$ cat src/rtl/dmem_arbiter.sv
// dmem_arbiter: shares the single-ported data SRAM (1-cycle read latency)
// between the pipeline memory stage (priority) and the loader/debug port.
// Optional build macro DMEM_ARB_FAIRNESS_EN adds a saturating starvation
// counter that forces a loader grant after STARVE_LIMIT denied cycles.
// Without the macro, the loader is served only in idle cycles with no m_req.
module dmem_arbiter #(
    parameter int DEPTH        = 1024,
    parameter int AW           = 10,
    parameter int STARVE_LIMIT = 8
) (
    input  logic          clk,
    input  logic          rst_n,
    input  logic          m_req_i,
    input  logic          m_we_i,
    input  logic [63:0]   m_addr_i,
    input  logic [63:0]   m_wdata_i,
    output logic [63:0]   m_rdata_o,
    output logic          m_stall_o,
    output logic          m_err_o,
    input  logic          l_valid_i,
    output logic          l_ready_o,
    input  logic          l_we_i,
    input  logic [AW-1:0] l_addr_i,
    input  logic [63:0]   l_wdata_i,
    output logic          l_rvalid_o,
    output logic [63:0]   l_rdata_o,
    output logic          mem_en_o,
    output logic          mem_we_o,
    output logic [AW-1:0] mem_addr_o,
    output logic [63:0]   mem_wdata_o,
    input  logic [63:0]   mem_rdata_i
);

    typedef enum logic [1:0] {
        IDLE = 2'd0,
        P_RD = 2'd1,
        L_RD = 2'd2
    } state_e;

    // Loader addresses need a range check only when the SRAM is not a full power of two.
    localparam bit LADDR_CHK = (DEPTH < (1 << AW));

    state_e        state_q, state_d;
    logic          l_drop_q, l_drop_d;

    logic          m_addr_ok_s;
    logic          l_addr_ok_s;
    logic          forced_s;
    logic          grant_l_s;

    logic          mem_en_s, mem_we_s;
    logic [AW-1:0] mem_addr_s;
    logic [63:0]   mem_wdata_s;
    logic          m_stall_s, m_err_s;
    logic [63:0]   m_rdata_s;
    logic          l_ready_s;
    logic          l_rvalid_s;
    logic [63:0]   l_rdata_s;

    assign m_addr_ok_s = (m_addr_i < 64'(DEPTH));
    assign l_addr_ok_s = !LADDR_CHK || (32'(l_addr_i) < 32'(DEPTH));

`ifdef DMEM_ARB_FAIRNESS_EN
    localparam int CW = $clog2(STARVE_LIMIT + 1);

    logic [CW-1:0] starve_q, starve_d;

    assign forced_s = (starve_q == CW'(STARVE_LIMIT));

    // Starvation count: clears on a grant or an idle loader, otherwise saturating increment.
    always_comb begin
        starve_d = starve_q;
        if (!l_valid_i || l_ready_s) begin
            starve_d = '0;
        end else if (forced_s) begin
            starve_d = starve_q;
        end else begin
            starve_d = starve_q + {{(CW-1){1'b0}}, 1'b1};
        end
    end

    // Starvation counter register.
    always_ff @(posedge clk or negedge rst_n) begin
        if (!rst_n) begin
            starve_q <= '0;
        end else begin
            starve_q <= starve_d;
        end
    end
`else
    // No fairness logic: the loader is never forced (limit is always positive).
    assign forced_s = (STARVE_LIMIT < 0);
`endif

    // Arbitration, SRAM command and next state; loader grant handled after the case.
    always_comb begin
        state_d     = state_q;
        l_drop_d    = l_drop_q;
        grant_l_s   = 1'b0;
        mem_en_s    = 1'b0;
        mem_we_s    = 1'b0;
        mem_addr_s  = '0;
        mem_wdata_s = 64'd0;
        m_stall_s   = 1'b0;
        m_err_s     = 1'b0;
        m_rdata_s   = 64'd0;
        l_ready_s   = 1'b0;
        case (state_q)
            IDLE: begin
                if (m_req_i && !m_addr_ok_s) begin
                    m_err_s = 1'b1;
                end else if (forced_s && l_valid_i) begin
                    grant_l_s = 1'b1;
                    m_stall_s = m_req_i;
                end else if (m_req_i) begin
                    mem_en_s    = 1'b1;
                    mem_we_s    = m_we_i;
                    mem_addr_s  = m_addr_i[AW-1:0];
                    mem_wdata_s = m_wdata_i;
                    if (m_we_i) begin
                        m_stall_s = 1'b0;
                    end else begin
                        m_stall_s = 1'b1;
                        state_d   = P_RD;
                    end
                end else if (l_valid_i) begin
                    grant_l_s = 1'b1;
                end else begin
                    state_d = IDLE;
                end
            end
            P_RD: begin
                m_rdata_s = mem_rdata_i;
                state_d   = IDLE;
            end
            L_RD: begin
                m_stall_s = m_req_i;
                state_d   = IDLE;
            end
            default: begin
                state_d = IDLE;
            end
        endcase

        if (grant_l_s) begin
            l_ready_s = 1'b1;
            l_drop_d  = !l_addr_ok_s;
            if (l_addr_ok_s) begin
                mem_en_s    = 1'b1;
                mem_we_s    = l_we_i;
                mem_addr_s  = l_addr_i;
                mem_wdata_s = l_wdata_i;
            end else begin
                mem_en_s = 1'b0;
            end
            if (!l_we_i) begin
                state_d = L_RD;
            end else begin
                state_d = IDLE;
            end
        end else begin
            l_ready_s = 1'b0;
        end
    end

    // Loader response: a dropped (out-of-range) read still responds, with zero data.
    always_comb begin
        l_rvalid_s = (state_q == L_RD);
        if ((state_q == L_RD) && !l_drop_q) begin
            l_rdata_s = mem_rdata_i;
        end else begin
            l_rdata_s = 64'd0;
        end
    end

    // State and dropped-read flag registers; reset discards any in-flight read.
    always_ff @(posedge clk or negedge rst_n) begin
        if (!rst_n) begin
            state_q  <= IDLE;
            l_drop_q <= 1'b0;
        end else begin
            state_q  <= state_d;
            l_drop_q <= l_drop_d;
        end
    end

    // Outputs are forced low while reset is asserted, whatever the inputs do.
    assign mem_en_o    = rst_n & mem_en_s;
    assign mem_we_o    = rst_n & mem_we_s;
    assign mem_addr_o  = rst_n ? mem_addr_s  : '0;
    assign mem_wdata_o = rst_n ? mem_wdata_s : 64'd0;
    assign m_stall_o   = rst_n & m_stall_s;
    assign m_err_o     = rst_n & m_err_s;
    assign m_rdata_o   = rst_n ? m_rdata_s   : 64'd0;
    assign l_ready_o   = rst_n & l_ready_s;
    assign l_rvalid_o  = rst_n & l_rvalid_s;
    assign l_rdata_o   = rst_n ? l_rdata_s   : 64'd0;

endmodule
$ cat config.mk
export PLATFORM = sky130hd
export DESIGN_NAME = dmem_arbiter
export DESIGN_NICKNAME = d
export VERILOG_FILES = /design/src/rtl/dmem_arbiter.sv
export SDC_FILE = /design/constraint.sdc
export NUM_CORES = 1
export LEC_CHECK = 0
export CAP_MARGIN = 20
export CELL_PAD_IN_SITES_DETAIL_PLACEMENT = 1
export CELL_PAD_IN_SITES_GLOBAL_PLACEMENT = 2
export CORE_AREA = 2 2 185 187
export DETAILED_ROUTE_END_ITERATION = 16
export DIE_AREA = 0 0 187 189
export PLACE_DENSITY_LB_ADDON = 0.05
export SLEW_MARGIN = 20
export SYNTH_ARGS = -nofsm -noshare
export SYNTH_HDL_FRONTEND = slang
export SYNTH_SLANG_ARGS = --single-unit
$ cat constraint.sdc
create_clock -name clk -period 2.63 [get_ports clk]
set_clock_uncertainty 0.15 [all_clocks]
set_input_delay 0.6575 -clock clk [delete_from_list [all_inputs] [get_ports clk]]
set_output_delay 0.6575 -clock clk [all_outputs]
set_load 0.01 [all_outputs]
; Word-level counts from Yosys, hierarchy flattened
; Cells that the tools add are included.
[word_totals]
reg_bits = 2
[classes]
n_lt_le_gt_ge = 1
n_eq_ne = 5
n_bitwise = 6
reduce_logical = 4
muxes = 40
[ops]
columns = operator, n
row1 = $mux W64, 9
row2 = $lt A64 B11 Y1 const B, 1
row3 = $mux W10, 5
row4 = $mux W1, 18
row5 = $mux W2, 7
row6 = $ne A4 B4 Y1 const B, 2
row7 = $and A1 B1 Y1, 6
row8 = $ne A3 B3 Y1 const B, 1
row9 = $reduce_and A3 Y1, 1
row10 = $eq A2 B1 Y1 const B, 1
row11 = $eq A2 B2 Y1 const B, 1
row12 = $logic_not A2 Y1, 1
row13 = $pmux W1 S2, 1
row14 = $logic_and A1 B1 Y1, 1
row15 = $logic_not A1 Y1, 1

; Depth between registers and ports, before layout
[depth]
word_depth = 7
ltp_mapped = 7
depth_no_buf = 4

; Least setup slack after synthesis
; Ideal clock, no wire load.
[synth_timing]
path_kind = input to output
startpoint = input port m_addr_i[31]
endpoint = output port mem_wdata_o[23]
cell_stages = 7
n_path_buf = 3
setup_slack_ns = -0.199
required_time_ns = 1.822
t_arrival_ns = 2.021
cell_sequence = or4_4 nor4_2 and4_1 buf_4 buf_8 buf_8 a22o_1
[synth_between]
elab_chain_len = 7
word_cells_on_any_way = 9
[synth_lines]
columns = item, line_no
row1 = from (decl), 15  ; input logic [63:0] m_addr_i,
row2 = $lt A64 B11 Y1 (*), 60  ; assign m_addr_ok_s = (m_addr_i < 64'(DEPTH));
row3 = $logic_not A1 Y1 (*), 110  ; if (m_req_i && !m_addr_ok_s) begin
row4 = $logic_and A1 B1 Y1 (*), 110
row5 = $mux W64 or $mux W1 (tied branches), 110
row6 = $mux W64 or $mux W1 (tied branches), 108  ; case (state_q)
row7 = $mux W64 (*), 145  ; if (grant_l_s) begin
row8 = $mux W64 (*), 191  ; assign mem_wdata_o = rst_n ? mem_wdata_s : 64'd0;
row9 = to (decl), 30  ; output logic [63:0] mem_wdata_o,
; Mark *: on every way between the ends. The rest lies on a longest branch, timed or not.

; Final worst setup path
[layout_timing]
startpoint = input port m_addr_i[31]
endpoint = output port mem_wdata_o[24]
; The elaborated chain is that of the path after synthesis.

==> qor.csv <==
metric;value;unit
synth.net_count;544;
final_common_cell;clkdlybuf4s50_1;
worst_slack;-0.637;ns
yosysWarnings;0;
grt_overflow;0;
slew_violations;0;
gp_congestion;0.881;
clk_pin_slew;0.03;ns
crit_type;input pin to output pin;
grt_pass1_vias;4765;
power_density;114;mW/mm^2
synthCells;272;
start_util;5.82;%
syn_to_final_growth;308;%
antenna_found_initial;4;
max_freq;306;MHz
max_stage_delay;0.53;ns
drt_iter0_drc;74;
syn_area;0.00194;mm^2
cts_buffers;3;
status;finished with violations;
stdcell_count;1250;
crit_slowest_cell;or4_4;
largest_register_ffs;2;
async_flop_share;100;%
clockBufferDepth;2;
routedWlPerCell;20.4;um
fillers;3962;
synth.avg_cell_area;7.13;um^2
grtUsageTotal;13.7;%
io_pins;480;
max_slew_margin;84.7;%
cp-end-kind;output pin;
die_area;0.0353;mm^2
drt-total-wl;25600;um
clock-sinks;2;
period_share;124;%
final_layout_size_suffix_gt1_share;31.9;%
num_vias;4305;
hold_violations;0;
cts_tree;built;
ant_nets;0;
whs;0.266;ns
top_regs;state_q: 2 flops;
vdd_ir_drop_max;0.000118;V
maxCapViolCount;0;
die_w;187;um
crit_path_frequent_cell;buf_12;
arrival;2.46;ns
layout.nets;1074;
grt_pass1_wl;35900;um
num_rows;67;
grt_start_max_net_pins;34;
synth-main-ff-cell;dfrtp_1;
yosysSeqAreaShare;2.58;%
dp_slack;-1.36;ns
synth_top_area_cell;and2_1;
synth_cell_types;23;
power_leakage;3.54;nW
drc;0;
cts_hold_buf;0;
fp.dieH;189;um
violations;negative setup slack;
critPathMaxFanout;6;
hp-class;input pin to asynchronous set/reset pin;
synth_edf_count;0;
dp.cells;1191;
dp_hpwl;20000;um
htreeDepth;1;
tightest_slew;0.228;ns
synth_top_area_share;41.6;%
vias_per_cell;3.44;
clk_latency;0.22;ns
synth_seq_cells;2;
finalSetupViolCount;78;
root_buffer;clkbuf_16;
regMostFlops;state_q;
cp.required;1.82;ns
path_cells;buf_6, or4_4, nor4_2, and4_4, buf_12, buf_8, buf_12, buf_4, a22o_1, buf_2;
core_area;0.0333;mm^2
fin_crit;3.27;ns
synth.area.top_cells;and2_1 42%, a22o_1 34%, buf_8 3.9%;
drtPass1Iterations;4;
cp-start-kind;input pin;
io_buffers;479;
most-common-layout-cells;216 x clkdlybuf4s50_1, 125 x and2_1, 95 x buf_2;
rsz0062_at_grt;yes;
## synth_stat cells (2+ instances only)
cell / count
a22o_1: 75
and2_1: 129
and4_1: 4
buf_2: 8
buf_8: 5
clkbuf_1: 16
dfrtp_1: 2
nand2_1: 3
nor2_1: 2
nor2b_1: 3
nor3_1: 2
nor4_1: 12
## worst max-delay path: cells and delay by family
kind | cells | cell delay, ns
AOI/OAI and AO/OA | 1 | 0.13
buffers and inverters | 6 | 0.69
and+or+nand+nor | 3 | 0.97
## cells by family (layout without fill, tap and decap cells)
logic type / Yosys count / in the layout / share of synthesized area [%]
buf+inv: 31 / 559 / 9.62
compound gates: 76 / 76 / 34.3
flops: 2 / 2 / 2.58
simple gates: 163 / 163 / 53.5
other cells: 0 / 2 / 0
## repair_timing
action / CTS / global route
resized for setup: 844 / 60
hold endpoints to repair: 0 / 0
endpoints found under the setup margin: 208 / 112
cloned: 15 / 0
pin swaps: 45 / 7
buffers inserted: 39 / 4
## area by class of cell
type,count,area [um^2],share of cell area (%)
antenna,2,5.00,0.0633
clock buffer,3,75.1,0.950
multi-input combinational,239,1800,22.7
sequential,2,50.0,0.633
tap,448,561,7.09
timing repair buffer,556,5420,68.6
## per-layer routing
| layer | vias up | track usage, % | routed length [um] |
|---|---|---|---|
| met3 | 8 | 3.21 | 1570 |
| met1 | 2031 | 14.6 | 9320 |
| met2 | 208 | 28.0 | 14600 |
| met4 | 2 | 1.19 | 84 |
| met5 | - | 0 | 16 |
| li1 | 2056 | - | - |
## final timing paths
path | startpoint | endpoint | slack [ns] | cells after the start
worst max register to register | state_q[0] | state_q[1] | 1.19 | 5
worst min register to register | state_q[0] | state_q[0] | 0.53 | 4
min in group clk | state_q[0] | state_q[0] | 0.53 | 4
worst max-delay path | m_addr_i[31] | mem_wdata_o[24] | -0.64 | 10
worst min-delay path | rst_n | state_q[0] | 0.27 | 3
max in group asynchronous | rst_n | state_q[1] | 1.97 | 3
## where the power goes
| part | switching (mW) | total [mW] | internal (mW) | leakage, nW |
|---|---|---|---|---|
| combinational | 0.187 | 0.640 | 0.453 | 3.47 |
| clock | 0.0349 | 0.228 | 0.193 | 0.0370 |
| sequential | 0.000312 | 0.0319 | 0.0316 | 0.0275 |
## metrics by stage
| stage | power, mW | cell area (um^2) | TNS [ns] | util (%) |
|---|---|---|---|---|
| 2_1_floorplan | 0.131 | 1940 | -12.11 | - |
| 3_3_place_gp | 0.687 | 7370 | -186.48 | 22.1 |
| 3_5_place_dp | 0.694 | 7370 | -189.31 | 22.1 |
| 4_1_cts | 0.911 | 7950 | -45.35 | 23.9 |
| 5_1_grt | 0.952 | 7910 | -48.10 | 23.8 |
| 6_report | 0.900 | 7910 | -42.15 | 23.8 |
(Power assumes the default switching activity.)
